<file path="src/rtl/uart_tx.sv">
`default_nettype none
// ============================================================================
// Module   : uart_tx
// Brief    : 8N1/8N2 UART transmitter with one-entry holding register so that
//            back-to-back frames run with no idle gap on the line.
// Revision : 1.0 - initial release
// ============================================================================
module uart_tx #(
    parameter int CLKS_PER_BIT = 1,
    parameter int STOP_BITS    = 1
) (
    input  logic       clk,
    input  logic       reset_n,
    input  logic [7:0] data_in,
    input  logic       ctrl_out_tx_has_data,
    output logic       ctrl_in_tx_ready,
    output logic       ctrl_in_tx_accept,
    output logic       ctrl_in_tx_busy,
    output logic       pin
);

    localparam logic [15:0] c_BAUD_LAST = 16'(CLKS_PER_BIT - 1);
    localparam logic        c_LAST_STOP = 1'(STOP_BITS - 1);

    typedef enum logic [1:0] {
        S_IDLE  = 2'd0,
        S_START = 2'd1,
        S_DATA  = 2'd2,
        S_STOP  = 2'd3
    } state_t;

    state_t      r_state,     w_state_nxt;
    logic [15:0] r_baud_cnt,  w_baud_nxt;
    logic [2:0]  r_bit_idx,   w_bit_nxt;
    logic        r_stop_cnt,  w_stop_nxt;
    logic [7:0]  r_shift,     w_shift_nxt;
    logic [7:0]  r_hold,      w_hold_nxt;
    logic        r_hold_full, w_hold_full_nxt;
    logic        r_pin,       w_pin_nxt;
    logic        r_accept,    w_accept_nxt;
    logic        w_bit_end;

    assign w_bit_end = (r_baud_cnt == c_BAUD_LAST);

    always_comb begin
        w_state_nxt     = r_state;
        w_baud_nxt      = 16'(r_baud_cnt + 16'd1);
        w_bit_nxt       = r_bit_idx;
        w_stop_nxt      = r_stop_cnt;
        w_shift_nxt     = r_shift;
        w_hold_nxt      = r_hold;
        w_hold_full_nxt = r_hold_full;
        w_pin_nxt       = r_pin;
        w_accept_nxt    = 1'b0;

        // Capture only depends on hold_full, so it never collides with a load.
        if (ctrl_out_tx_has_data && !r_hold_full) begin
            w_hold_nxt      = data_in;
            w_hold_full_nxt = 1'b1;
            w_accept_nxt    = 1'b1;
        end

        case (r_state)
            S_IDLE: begin
                w_baud_nxt = 16'd0;
                w_pin_nxt  = 1'b1;
                if (r_hold_full) begin
                    w_state_nxt     = S_START;
                    w_shift_nxt     = r_hold;
                    w_hold_full_nxt = 1'b0;
                    w_pin_nxt       = 1'b0;
                    w_bit_nxt       = 3'd0;
                    w_stop_nxt      = 1'b0;
                end
            end
            S_START: begin
                if (w_bit_end) begin
                    w_state_nxt = S_DATA;
                    w_baud_nxt  = 16'd0;
                    w_bit_nxt   = 3'd0;
                    w_pin_nxt   = r_shift[0];
                end
            end
            S_DATA: begin
                if (w_bit_end) begin
                    w_baud_nxt = 16'd0;
                    if (r_bit_idx == 3'd7) begin
                        w_state_nxt = S_STOP;
                        w_bit_nxt   = 3'd0;
                        w_stop_nxt  = 1'b0;
                        w_pin_nxt   = 1'b1;
                    end else begin
                        w_shift_nxt = {1'b0, r_shift[7:1]};
                        w_pin_nxt   = r_shift[1];
                        w_bit_nxt   = 3'(r_bit_idx + 3'd1);
                    end
                end
            end
            S_STOP: begin
                if (w_bit_end) begin
                    w_baud_nxt = 16'd0;
                    if (r_stop_cnt == c_LAST_STOP) begin
                        w_stop_nxt = 1'b0;
                        // A waiting byte starts immediately, keeping frames gapless.
                        if (r_hold_full) begin
                            w_state_nxt     = S_START;
                            w_shift_nxt     = r_hold;
                            w_hold_full_nxt = 1'b0;
                            w_pin_nxt       = 1'b0;
                        end else begin
                            w_state_nxt = S_IDLE;
                            w_pin_nxt   = 1'b1;
                        end
                    end else begin
                        w_stop_nxt = 1'b1;
                    end
                end
            end
            default: begin
                w_state_nxt = S_IDLE;
                w_baud_nxt  = 16'd0;
                w_pin_nxt   = 1'b1;
            end
        endcase
    end

    always_ff @(posedge clk or negedge reset_n) begin
        if (!reset_n) begin
            r_state     <= S_IDLE;
            r_baud_cnt  <= 16'd0;
            r_bit_idx   <= 3'd0;
            r_stop_cnt  <= 1'b0;
            r_shift     <= 8'd0;
            r_hold      <= 8'd0;
            r_hold_full <= 1'b0;
            r_pin       <= 1'b1;
            r_accept    <= 1'b0;
        end else begin
            r_state     <= w_state_nxt;
            r_baud_cnt  <= w_baud_nxt;
            r_bit_idx   <= w_bit_nxt;
            r_stop_cnt  <= w_stop_nxt;
            r_shift     <= w_shift_nxt;
            r_hold      <= w_hold_nxt;
            r_hold_full <= w_hold_full_nxt;
            r_pin       <= w_pin_nxt;
            r_accept    <= w_accept_nxt;
        end
    end

    assign ctrl_in_tx_ready  = ~r_hold_full;
    assign ctrl_in_tx_accept = r_accept;
    assign ctrl_in_tx_busy   = (r_state != S_IDLE);
    assign pin               = r_pin;

endmodule
`default_nettype wire
</file>
<file path="config.mk">
export PLATFORM = sky130hd
export DESIGN_NAME = uart_tx
export DESIGN_NICKNAME = d
export VERILOG_FILES = /design/src/rtl/uart_tx.sv
export SDC_FILE = /design/constraint.sdc
export NUM_CORES = 1
export LEC_CHECK = 0
export ABC_AREA = 1
export BUFFER_PORTS_ARGS = -buffer_cell sky130_fd_sc_hd__clkbuf_2
export CORE_MARGIN = 2
export CORE_UTILIZATION = 43
export DETAILED_ROUTE_END_ITERATION = 7
export SYNTH_ARGS = -nofsm -noshare
export SYNTH_HDL_FRONTEND = slang
export SYNTH_SLANG_ARGS = --single-unit
</file>
<file path="constraint.sdc">
create_clock -name clk -period 1.4 [get_ports clk]
set_input_delay 0.07 -clock clk [delete_from_list [all_inputs] [get_ports clk]]
set_output_delay 0.07 -clock clk [all_outputs]
set_load 0.03 [all_outputs]
</file>
Word-level counts from Yosys, hierarchy flattened
Index checks and enable logic that the tools add are counted.

cells by class
  reductions and logical operators = 13
  add/sub/neg operators = 2
  equal/unequal tests = 11
  bitwise logic cells = 1
  mux-type cells = 40

operator list
  cell                   number
  $mux 8                 5
  $pmux 16 s2            1
  $pmux 8 s3             1
  $mux 1                 17
  $add 16x1->16 const B  1
  $logic_not 16->1       1
  $mux 16                1
  $ne 2x2->1 const B     7
  $mux 2                 6
  $mux 3                 4
  $reduce_and 5->1       2
  $pmux 3 s3             1
  $pmux 2 s4             1
  $reduce_and 4->1       2
  $reduce_and 6->1       1
  $reduce_bool 3->1      2
  $eq 2x2->1 const B     2
  $pmux 1 s4             1
  $add 3x1->3 const B    1
  $eq 3x3->1 const B     1
  $pmux 1 s3             1
  $reduce_or 3->1        1
  $eq 2x1->1 const B     1
  $logic_not 2->1        1
  other kinds (5)        5

word-level totals
  flip-flop bits (word level) = 41
  logic and storage cells = 76
  output and inout port bits = 4
  bits of input ports = 11

Logic depth before layout (Yosys ltp)
Gate-level depths: netlist of the first run.

  depth in word-level cells = 7
  mapped depth = 11
  mapped depth without buffers = 11

Worst setup path before layout of the first run
OpenSTA, ideal clock, no wires.

  path kind = register to register
  start = register r_state[0]
  end = register r_bit_idx[0]
  data arrival time = 1.516 ns
  period minus slack after synthesis = 1.633 ns
  library setup time = 0.117 ns
  data required time = 1.283 ns
  path slack = -0.233 ns
  path buffers = 0
  stages on the path, launching flop included = 9
  cells stage by stage = dfrtp_1 -> inv_1 -> ha_1 -> inv_1 -> nor2_1 -> a21oi_1 -> nand2_2 -> nand2_1 -> nand2_1

between the ends
  longest elaborated chain between the ends = 3

RTL lines
  item                                                       line  source
  from (decl)                                                32    state_t r_state, w_state_nxt;
  from (signal assigned)                                     139   r_state <= w_state_nxt;
  $eq 2x1->1, or another cell as far along                   63    case (r_state)
  $ne 2x2->1 (no line) or $reduce_bool 3->1 (tied branches)  n/a
  $reduce_and 4->1 (no line)                                 n/a
  to (signal assigned)                                       141   r_bit_idx <= w_bit_nxt;
  to (decl)                                                  34    logic [2:0] r_bit_idx, w_bit_nxt;

Several ways; a longest one is shown, not always the timed one.
A chain may end at the register's enable or synchronous reset.

Worst setup path in the final report of the first run
  start = register r_baud_cnt[1]
  end = register r_shift[1]

between the ends
  longest elaborated chain between the ends = 3

RTL lines
  item                            line  source
  from (decl)                     33    logic [15:0] r_baud_cnt, w_baud_nxt;
  from (signal assigned)          140   r_baud_cnt <= w_baud_nxt;
  $logic_not 16->1 (*)            43    assign w_bit_end = (r_baud_cnt == c_BAUD_LAST);
  $ne 2x2->1 (no line)            n/a
  $reduce_and 5->1 (no line) (*)  n/a
  to (signal assigned)            143   r_shift <= w_shift_nxt;
  to (decl)                       36    logic [7:0] r_shift, w_shift_nxt;

Every way passes the cells marked *; elsewhere a longest branch is shown, timed or not.

==> key figures, run 1 <==
Power
  – Switching Share: 42.3%
  – Peak supply drop: 1.01 mV
  – Sw Pwr: 2300 µW
  – Comb pwr share: 54.3%
  – P_leak: 0.00153 µW
  – P_int: 3140 µW
  – Share of power burned in registers: 31.1%
  – Cell area power density: 1790 nW/µm²
  – Power Total: 5440 µW
  – Clock share of power: 14.6%

Floorplanning
  – Starting Density: 45.4%
  – Core box area: 4820 µm²
  – Num rows: 25
  – Area of the die: 5670 µm²
  – Die X: 75.3 µm
  – Boundary Pins: 15
  – Chip height: 75.3 µm

STA
  – Fin crit share: 108%
  – Pins Over Slew Limit: 0
  – Tmin final: 1520 ps
  – Worst-Margin Slew: 461 ps
  – Setup violations, final: 19
  – Max_slew headroom: 69.3%
  – Maximum clock frequency: 0.659 GHz
  – RSZ-0062 raised after global routing: yes
  – Post-route setup slack: -118 ps
  – Setup TNS Final: -1600 ps
  – Final Hold Viols: 0
  – Layout Skew: 3.62 ps

Synthesis
  – Mapped Nets: 304
  – Ys Warns: 0
  – Register area share after synthesis: 45.8%
  – Top cell type by total area after synthesis: dfrtp_1
  – Asr flop ratio synth: 100%
  – Post-synth EDFFs: 0
  – Post-synth cell types: 26
  – Synth Instances: 284
  – Synth top area share: 44.6%
  – Count leader, synth: nand2_1
  – Synth Area per Inst: 7.70 µm²
  – Top cells by area, synth: dfrtp_1 45%, nand2_1 18%, nor2_1 6.5%, ha_1 5.1%, nand3_1 4.1%
  – Cell Area, Synth: 2190 µm²
  – Most used DFF post-synth: dfrtp_1
  – Synth Register Bits: 40
  – Synth cell count leaders: 103 x nand2_1, 39 x dfrtp_1, 38 x nor2_1

Clocking
  – # clock sinks: 40
  – Clock transition at path regs: 80 ps
  – H-tree lvl count: 2
  – CTS tree: yes
  – Num CTS Buffers: 5
  – Clock Latency Late Sink: 290 ps
  – Clock Path Buffers: 2
  – CTS Root Cell: clkbuf_8

Setup path
  – Worst-path cell chain: inv_2 > ha_4 > inv_2 > nor2_1 > nand2_1 > nor2_4 > nand2_8 > nand2_8 > nand2_8 > nand2_1 > nand2_1
  – Peak fanout along the critical path: 8
  – CP required: 1580 ps
  – Worst Setup End Kind: register
  – Slowest cell delay on critical path: 390 ps
  – Crit Path Class: register to register
  – Worst setup SP type: register
  – Crit path max-delay cell type: dfrtp_1
  – WP data arrival: 1700 ps

Layout
  – Layout area overhead: 38.9%
  – Reg area: 1000 µm²
  – Diodes inserted: 0
  – Area of the multi-input gates: 1280 µm²
  – Core Util, Final: 63.1%
  – Share of cells above drive strength 1: 34.7%
  – # nets final: 371
  – Fillers: 430
  – Number of non-filler instances in the completed layout: 419

Routing
  – Initial DRC Count: 142
  – DRT Wirelength: 5070 µm
  – Router iterations before antenna repair: 4
  – Vias: 1973
  – Drt wl/cell: 12.1 µm
  – DRC: 0
  – Routed Antenna Nets: 0
  – Via density per instance: 4.71

Global route
  – Largest net degree at the start of global routing: 26
  – Grt total ovfl: 0
  – Vias in the first global route: 1864
  – First-pass GRT wire length: 8390 µm
  – Initial antenna violation count: 0
  – GRT Util Overall: 19.5%

Status
  – Failing checks: setup timing
  – Status: complete, but fails checks

Place
  – Placed insts: 389
  – Routability cong.: 0.803
  – Pre-CTS setup slack: -153 ps
  – Post-DP HPWL: 3430 µm
  – Port buffer count: 14

Min path
  – HP Class: primary input to register

Run
  – Max_cap viols: 0
-- final timing paths --
path	start	endpoint	slack [ps]	cells after the start
max in group asynchronous	reset_n	r_hold[3]	660	3
min in group asynchronous	reset_n	r_baud_cnt[4]	260	2
max	r_baud_cnt[1]	r_shift[1]	-120	11
min reg2reg	r_shift[2]	r_shift[2]	480	2
min	ctrl_out_tx_has_data	r_hold_full	110	3
max reg2reg	r_baud_cnt[1]	r_shift[1]	-120	11
-- cells by family (layout without fill, tap and decap cells) --
logic type | after synthesis | after routing | share of synthesized area [%]
compound gates | 13 | 13 | 3.15
fa+ha+maj | 9 | 9 | 5.15
buf+inv | 26 | 92 | 4.63
xor+xnor | 8 | 8 | 3.20
simple gates | 188 | 190 | 38.0
flops | 40 | 40 | 45.8
-- metrics by stage --
step | hold slack [ps] | area (µm²)
2_1_floorplan | -226 | 2210
3_3_place_gp | 38.6 | 2560
3_5_place_dp | 41.3 | 2560
4_1_cts | 122 | 2870
5_1_grt | 123 | 3040
6_report | 112 | 3040
-- per-layer routing --
metal  track usage, %  vias up  routed length, µm
met3             3.57        4                162
met1             29.0      917               2540
met5                0        -                  0
met2             29.7       33               2330
met4             4.68        0                 42
li1                 -     1019                  -
-- state kept, by name, indices dropped and copies added (netlist names) --
signal and cells:
ctrl_in_tx_accept 1, pin 1, r_baud_cnt 16, r_bit_idx 3, r_hold 8, r_hold_full 1
r_shift 8, r_state 2
-- power groups by stage --
stage	Clock (µW)	Combinational, µW	Sequential, µW
CTS	818	2740	1680
finish	795	2950	1690
global route	863	3290	1730
global placement	0	2320	1690
floorplan	0	1550	1710
detailed placement	0	2360	1690
-- repair_timing --
action	4_1_cts	5_1_grt
setup buffers	4	7
endpoints found under the setup margin	17	24
endpoints found under the hold margin	22	0
gates resized for setup	20	31
pin swaps	7	17
hold buffers	9	0
cloned	1	1
-- cell usage in the layout (no fill, tap or decap), types with 5 or more instances in the layout --
master,Yosys,routed
buf_4,0,32
clkbuf_2,0,13
clkbuf_8,0,6
dfrtp_1,39,38
dlygate4sd3_1,0,9
inv_1,18,9
inv_2,5,12
nand2_1,103,92
nand2_2,6,11
nand2_4,3,8
nand3_1,18,15
nor2_1,38,37
nor2_2,7,6
o21ai_0,5,5
xor2_1,5,5
-- worst max-delay path: cells and delay by family (launching register included) --
kind                       cells  cell delay [ps]
adders and majority gates      1              130
buffers and inverters          2              110
DFF                            1              390
and+or+nand+nor                8              780
-- final cells by class --
type / count / share of cell area (%)
Inverter: 24 / 3.21
Timing Repair Buffer: 60 / 15.7
Clock buffer: 6 / 2.72
Clock inverter: 2 / 0.329
Multi-Input combinational cell: 220 / 42.3
Sequential cell: 40 / 33.0
Tap cell: 67 / 2.76
(Power assumes the default switching activity.)
==> inputs of run 2 (changes only) <==
BUFFER_PORTS_ARGS = not set   (was -buffer_cell sky130_fd_sc_hd__clkbuf_2)
DONT_BUFFER_PORTS = 1   (was not set)
SETUP_SLACK_MARGIN = 0.05   (was not set)
==> key figures, run 2 (same netlist as run 1, synthesis figures left out) <==
Floorplanning
  – Core box area: 4820 µm²
  – Boundary Pins: 15
  – Starting Density: 45.4%
  – Chip height: 75.3 µm
  – Area of the die: 5670 µm²
  – Num rows: 25
  – Die X: 75.3 µm

Layout
  – Most frequent cells in the layout: 95 x nand2_1, 38 x nor2_1, 38 x dfrtp_1
  – Fillers: 449
  – Share of cells above drive strength 1: 27.7%
  – Largest regs: r_baud_cnt: 16 flops, r_hold: 8 flops, r_shift: 8 flops
  – Reg area: 1000 µm²
  – Max reg flops: 16
  – Commonest non-fill, non-tap cell in the layout: nand2_1
  – Reg with most FFs: r_baud_cnt
  – Area of the multi-input gates: 1240 µm²
  – Diodes inserted: 0
  – # nets final: 351
  – Layout area overhead: 32.2%

STA
  – RSZ-0062 raised after global routing: yes
  – Setup violations, final: 14
  – Setup TNS Final: -425 ps
  – Tmin final: 1440 ps
  – Max_slew headroom: 80.5%
  – Hold_ws: 50.3 ps
  – Final Hold Viols: 0
  – Worst-Margin Slew: 293 ps
  – Post-route setup slack: -43.8 ps
  – Maximum clock frequency: 0.693 GHz
  – Pins Over Slew Limit: 0
  – Fin crit share: 103%
  – Layout Skew: 2.64 ps

Power
  – Sw Pwr: 2210 µW
  – Clock share of power: 18.4%
  – P_int: 3080 µW
  – Share of power burned in registers: 33.0%
  – P_leak: 0.00143 µW
  – Peak supply drop: 1.54 mV
  – Switching Share: 41.8%
  – Comb pwr share: 48.5%
  – Cell area power density: 1830 nW/µm²

Clocking
  – CTS Root Cell: clkbuf_8
  – CTS tree: yes
  – H-tree lvl count: 2
  – Num CTS Buffers: 5
  – # clock sinks: 40
  – Clock transition at path regs: 80 ps
  – Clock Path Buffers: 2
  – Clock Latency Late Sink: 300 ps

Setup path
  – CP required: 1590 ps
  – Worst R2R Path Depth: 8
  – Worst Setup End Kind: register
  – Worst setup SP type: register
  – Crit Path Class: register to register
  – WP data arrival: 1640 ps
  – Peak fanout along the critical path: 9

Status
  – Status: complete, but fails checks
  – Failing checks: setup timing

Global route
  – GRT busiest layer: met2
  – Grt met1 use: 27.7%
  – Vias in the first global route: 1846
  – First-pass GRT wire length: 8460 µm
  – GRT Util Overall: 19.8%
  – Largest net degree at the start of global routing: 41
  – Grt total ovfl: 0
  – GRT met2 Usage: 29.9%
  – Initial antenna violation count: 0
  – Met3 Use GR: 5.42%

Routing
  – Routed Antenna Nets: 0
  – DRT Wirelength: 4930 µm
  – Vias: 1882
  – Drt wl/cell: 12.3 µm
  – DRC: 0
  – Via density per instance: 4.72
  – Router iterations before antenna repair: 4
  – Initial DRC Count: 106

Min path
  – HP Class: primary input to register
  – Worst Hold Depth: 3

Run
  – Max_cap viols: 0

Place
  – Post-DP HPWL: 3420 µm
  – Port buffer count: 0
  – Routability cong.: 0.871
-- run 2: power by group through the flow --
| stage | clock [µW] | combinational, µW | sequential [µW] |
|---|---|---|---|
| global route | 1050 | 2900 | 1790 |
| finish | 975 | 2570 | 1750 |
| global placement | 0 | 2240 | 1750 |
| CTS | 1010 | 2470 | 1740 |
| detailed placement | 0 | 2300 | 1740 |
| floorplan | 0 | 1620 | 1710 |
-- run 2: layout make-up --
class,count,area share (%)
Timing Repair Buffer,41,12.2
Tap cell,67,2.90
Clock buffer,5,2.38
Inverter,24,3.38
Sequential cell,40,34.7
Multi-Input combinational cell,219,42.8
Clock inverter,3,1.60
-- run 2: critical path, cell delays in order, from the launching register on --
cell	delay [ps]
dfrtp_1	420
inv_2	120
ha_4	220
nor2_1	150
nand2_2	110
nand2_8	120
nand2_8	80
nand2_1	60
nand2_1	50
-- run 2: path summary, 6_finish.rpt --
check,start,end,slack [ps]
max,r_state[0],r_shift[1],-40
min,ctrl_out_tx_has_data,r_hold[0],50
max reg2reg,r_state[0],r_shift[1],-40
min reg2reg,r_hold[2],r_hold[2],490
max in group asynchronous,reset_n,pin,910
min in group asynchronous,reset_n,r_hold_full,240
-- run 2: stage by stage --
step	std cells	power [µW]	util, %	worst slack [ps]	instance area [µm²]
floorplan	284	3340	-	10.2	2230
global placement	375	3990	52.0	-59.4	2500
detailed placement	375	4040	52.0	-82.9	2500
CTS	396	5210	57.9	-43.3	2790
global route	399	5740	60.0	-174	2890
finish	399	5290	60.0	-43.8	2890
-- run 2: what timing repair did --
item	CTS	global route
gates resized for setup	8	22
hold buffers	11	0
hold endpoints to repair	49	0
setup endpoints to repair	20	27
buffers inserted	2	4
pin swaps	3	5
cloned	0	1
-- run 2: routing by layer --
metal / vias up / part of all wire [%]
met5: - / 0
met4: 0 / 1.4
met3: 5 / 3.2
met2: 22 / 45
met1: 871 / 50
li1: 984 / -
